$ cat src/rtl/exp2_halve_pipe.sv
// rtl/exp2_halve_pipe.sv - DEPTH-stage halving pipeline with sticky inexact flag, stall and occupancy
module exp2_halve_pipe #(
    parameter int W     = 100,
    parameter int DEPTH = 10,
    parameter int CW    = 4
) (
    input  logic          clk,
    input  logic          rst,
    input  logic [W-1:0]  __in0,
    input  logic          __in1,
    input  logic          __in2,
    output logic [W-1:0]  __out0,
    output logic          __out1,
    output logic          __out2,
    output logic [CW-1:0] __out3
);

    logic [W-1:0]     d [DEPTH];
    logic [DEPTH-1:0] v;
    logic [DEPTH-1:0] s;
    logic [CW-1:0]    occ;
    logic [CW-1:0]    occNext;

    // The last stage is consumed on every advancing edge, so entry and exit cancel.
    always_comb begin
        occNext = occ;
        case ({__in1, v[DEPTH-1]})
            2'b10:   occNext = occ + CW'(1);
            2'b01:   occNext = occ - CW'(1);
            default: occNext = occ;
        endcase
    end

    always_ff @(posedge clk) begin
        if (rst) begin
            for (int i = 0; i < DEPTH; i++) begin
                d[i] <= '0;
            end
            v   <= '0;
            s   <= '0;
            occ <= '0;
        end else if (!__in2) begin
            d[0] <= __in0 >> 1;
            s[0] <= __in0[0];
            v[0] <= __in1;
            for (int i = 1; i < DEPTH; i++) begin
                d[i] <= d[i-1] >> 1;
                s[i] <= s[i-1] | d[i-1][0];
                v[i] <= v[i-1];
            end
            occ <= occNext;
        end
    end

    assign __out0 = d[DEPTH-1];
    assign __out1 = v[DEPTH-1];
    assign __out2 = s[DEPTH-1];
    assign __out3 = occ;

endmodule

$ cat config.mk
export PLATFORM = sky130hd
export DESIGN_NAME = exp2_halve_pipe
export DESIGN_NICKNAME = d
export VERILOG_FILES = /design/src/rtl/exp2_halve_pipe.sv
export SDC_FILE = /design/constraint.sdc
export NUM_CORES = 1
export LEC_CHECK = 0
export ABC_AREA = 1
export BUFFER_PORTS_ARGS = -buffer_cell sky130_fd_sc_hd__buf_4
export CELL_PAD_IN_SITES_DETAIL_PLACEMENT = 1
export CELL_PAD_IN_SITES_GLOBAL_PLACEMENT = 1
export CORE_MARGIN = 8
export CORE_UTILIZATION = 39
export DETAILED_ROUTE_END_ITERATION = 6
export HOLD_SLACK_MARGIN = 0.03
export PLACE_DENSITY_LB_ADDON = 0.12
export SKIP_LAST_GASP = 1
export SYNTH_ARGS = -nofsm -noshare
export SYNTH_HDL_FRONTEND = slang
export SYNTH_SLANG_ARGS = --single-unit
$ cat constraint.sdc
create_clock -name clk -period 31.6 [get_ports clk]
set_input_delay 4.74 -clock clk [delete_from_list [all_inputs] [get_ports clk]]
set_output_delay 4.74 -clock clk [all_outputs]
set_load 0.03 [all_outputs]
== Yosys cells after proc, flatten, opt, wreduce, memory -nomap -nowiden ==
Memories as Yosys holds them, arrays and structs flattened.
Cells that the tools add are included.

* $add $sub $neg: 2
* Multiply operators: 0
* Divide/modulo/power cells: 0
* Magnitude comparators: 0
* Equal/unequal tests: 2
* Shift operators: 0
* Mux-type cells: 16
* Bitwise gates (word level): 20
* Reduce and logical (&&, ||, !) cells: 2

{| class="wikitable"
|+ Operators by type and width
! kind !! count
|-
| two-way mux 99 bit || 10
|-
| OR 1 bit || 19
|-
| one-hot mux 4 bit (2 select lines) || 1
|-
| two-way mux 1 bit || 5
|-
| adder 4 x 1 -> 4 bit (second input constant) || 1
|-
| subtractor 4 x 1 -> 4 bit (second input constant) || 1
|-
| == test 2 x 1 -> 1 bit (second input constant) || 1
|-
| == test 2 bit (second input constant) || 1
|-
| AND reduction 2 bit || 1
|-
| nonzero test 2 bit || 1
|-
| inverter 1 bit || 1
|}

* Bits in registers: 24
* Bits in latches: 0
* RAM bits: 990
* Memory bits (read-only): 0
* Input port bits: 104
* Memories: 1

{| class="wikitable"
|+ Memory list
! memory !! depth !! width !! read ports !! clocked after Yosys merged registers in !! wr ports !! RTL line !! source
|-
| d || 10 || 99 || 10 || 0 || 10 || 18 || <nowiki>logic [W-1:0] d [DEPTH];</nowiki>
|}

== Depth between registers and ports, before layout ==
* Word-level depth: 4
* Depth in mapped cells: 10
* Gate-level depth less buffers: 10

== Worst setup path after synthesis ==
Ideal clock, no wire load.

* Path kind: input to register
* Start point: input port rst
* End point: memory d[0][0] in the netlist's numbering (enable)
* Data arrival time: 20.120 ns
* Data required time: 25.062 ns
* Setup slack: 4.942 ns
* Stages on the path: 2
* Path through: inv_2 > nand2_1

{| class="wikitable"
|+ RTL lines
! what !! RTL line !! source
|-
| start, declared || 8 || <nowiki>input logic rst,</nowiki>
|-
| end, declared || 18 ||
|}

==> impl_metrics.json <==
{
  "status": "finished, final reports clean",
  "synthTopCellsByArea": "edfxtp_1, nor2_1, inv_1, buf_4, dfxtp_1",
  "setup_violations": 0,
  "drt_iter0_markers": 1050,
  "power_density_nw_per_um2": 65.7,
  "cts_root_buf": "clkbuf_16",
  "die_h_um": 327,
  "tightest_slew_ns": 1.20,
  "synth_top_area_share": 0.751,
  "cts_max_level": 3,
  "numPortBuffers": 199,
  "drc": 0,
  "initial_utilization": 0.392,
  "cts.repair.resized": 0,
  "postRouteAntennaNets": 0,
  "finalCriticalPeriod_ns": 8.21,
  "cts-buffers-inserted": 104,
  "hold_depth": 2,
  "internal_power_mw": 2.23,
  "critical_path.endpoint": "d[0][98]",
  "dieArea_um2": 107000,
  "antenna_found_initial": 0,
  "grt_max_degree": 247,
  "dr.pass1.iters": 6,
  "crit_family": "buffers and inverters",
  "fin_skew_ns": 0.0285,
  "post_cts_buffers": 0,
  "placedCellCount": 4449,
  "crit_buf_inv": 5,
  "synth_top_cell_by_area": "edfxtp_1",
  "endpoint_kind": "register",
  "finalSetupTns_ns": 0,
  "ys_ff_latch": 969,
  "diodes": 0,
  "synth.most_common_cell": "nor2_1",
  "synth.top_cells.by_count": "nor2_1, inv_1, edfxtp_1",
  "rows": 114,
  "area_delta_synth_final_pct": 14.0,
  "final_max_slew_viol_count": 0,
  "multiInputGateArea_um2": 3980,
  "startpoint": "__in2",
  "yosysUniqueCellTypes": 20,
  "final_hold_viol_count": 0,
  "switching_share": 0.211,
  "final_cells": 4643,
  "reg2reg_from": "v[9]",
  "grt_usage": 0.109,
  "cts_hold_buf": 0,
  "hold_class": "reg -> reg",
  "first_global_vias": 19400,
  "cp_slowest_stage_delay_ns": 0.88,
  "fmax_mhz": 122,
  "worst-r2r-cell-count": 9,
  "n_fill_cell": 10300,
  "drv_cap": 0,
  "regArea_um2": 28900,
  "critPathKind": "in -> reg",
  "reg2reg_slack_ns": 29.97,
  "crit_path_max_fanout": 180,
  "cts_max_path_buffers": 3,
  "grt-ovfl-total": 0,
  "start_kind": "input pin",
  "crit_arrival_ns": 8.56,
  "r2r-end": "__out3[2]",
  "relSlewSlack": 0.201,
  "routedWlPerCell_um": 12.5,
  "power_frac_comb": 0.047,
  "die_x_um": 327,
  "yosys_warnings": 0,
  "clk_pin_slew_ns": 0.06,
  "cts.sinks": 969,
  "drt-vias-per-instance": 3.91,
  "power_switching_uw": 598,
  "crit_cells": 7,
  "nNetsFinal": 3386,
  "synth-main-ff-cell": "edfxtp_1",
  "cts_tree": "done",
  "io_pins": 210,
  "worstPathCellList": "buf_4 -> inv_2 -> nand2_8 -> buf_4 -> buf_4 -> buf_4 -> nor2_1",
  "dp.final_hpwl_um": 34900,
  "clk_latency_ns": 0.66,
  "cp_common_cell": "buf_4",
  "critPathSlowestCell": "buf_4",
  "avgSynthCellArea_um2": 12.0,
  "synthCells": 3156,
  "via_count": 18200,
  "grt_pass1_wl_um": 99000,
  "clockPowerShare": 0.417,
  "core_area_um2": 96400,
  "p_leak_nw": 17.8,
  "globalplace.congestion": 0.724,
  "seqPwrFrac": 0.536,
  "rsz0062_at_grt": "false",
  "wl_um": 58200,
  "synthArstFlopShare": 0,
  "drive_gt1_frac": 0.111,
  "finalCritPeriodShare": 0.260,
  "crit_required_ns": 31.95,
  "peakVddDrop_mv": 0.0415,
  "yosysSeqAreaShare": 0.764,
  "synth_edf_count": 945,
  "syn_area_um2": 37800
}
-- worst min-delay path, cell delays in order (launching register included) --
cell	delay, ns
dfxtp_1	0.30
inv_1	0.06
o21ai_1	0.06
-- cells by family (layout without fill, tap and decap cells) --
logic type      after synthesis  after routing  synth area share
xor+xnor                      2              2          0.000464
buf+inv                    1170           1372             0.132
flops                       969            969             0.764
fa+ha+maj                     3              3          0.000994
compound gates               29             29           0.00421
other cells                   1             10         0.0000992
simple gates                982            982            0.0980
-- routing by layer --
layer  wire (µm)  up-vias  global-route usage
met3        2530      113              0.0250
met2       24200      285               0.157
met4        1600        0              0.0413
met1       29800     8119               0.158
met5           0        -                   0
li1            -     9658                   -
-- how the worst min path moves through the flow --
stage,startpoint,endpoint
global route,v[0],v[1]
finish,v[8],v[9]
floorplan,v[8],v[9]
global placement,v[1],v[2]
CTS,v[8],v[9]
detailed placement,v[8],v[9]
-- cells in the final DEF, fill, tap and decap left out, drive strengths merged --
master / Yosys / routed
bufinv: 0 / 9
edfxtp: 945 / 945
clkinv: 0 / 46
dfxtp: 24 / 24
a21oi: 5 / 5
xnor2: 1 / 1
nor2: 961 / 961
nand2: 9 / 9
nand3: 12 / 12
o21ai: 14 / 14
inv: 962 / 966
o21a: 1 / 1
xor2: 1 / 1
buf: 207 / 216
clkinvlp: 0 / 3
conb: 1 / 10
o22ai: 9 / 9
ha: 3 / 3
clkbuf: 1 / 132
-- state kept, by name, summed over array words and instances, names as in the netlist --
| register | cells |
|---|---|
| s | 10 |
| v | 10 |
| __out3 | 4 |
| d | 945 |
-- per-stage QoR --
step / cell area (µm²) / hold slack [ns] / setup WS (ns) / util / total power, mW
2_1_floorplan: 37800 / 0.437 / 4.94 / - / 1.70
3_3_place_gp: 39700 / 0.457 / 22.80 / 0.412 / 1.68
3_5_place_dp: 39700 / 0.457 / 22.63 / 0.412 / 1.68
5_1_grt: 43100 / 0.496 / 22.93 / 0.447 / 2.95
4_1_cts: 43100 / 0.474 / 23.35 / 0.447 / 2.88
6_report: 43100 / 0.466 / 23.39 / 0.447 / 2.83
-- power by group through the flow --
stage	Combinational, mW	Clock, mW	Sequential [mW]
final	0.133	1.18	1.52
after global routing	0.153	1.27	1.53
after CTS	0.137	1.23	1.52
after detailed placement	0.136	0	1.55
after global placement	0.133	0	1.54
after floorplan	0.103	0	1.60
-- cell type report --
type,count,area share
multi-input combinational,1026,0.0923
clock inverter,62,0.0136
sequential,969,0.670
tap,1276,0.0371
clock buffer,132,0.0648
inverter,962,0.0838
timing repair buffer,216,0.0382
Power figures use the tool's default switching activity.
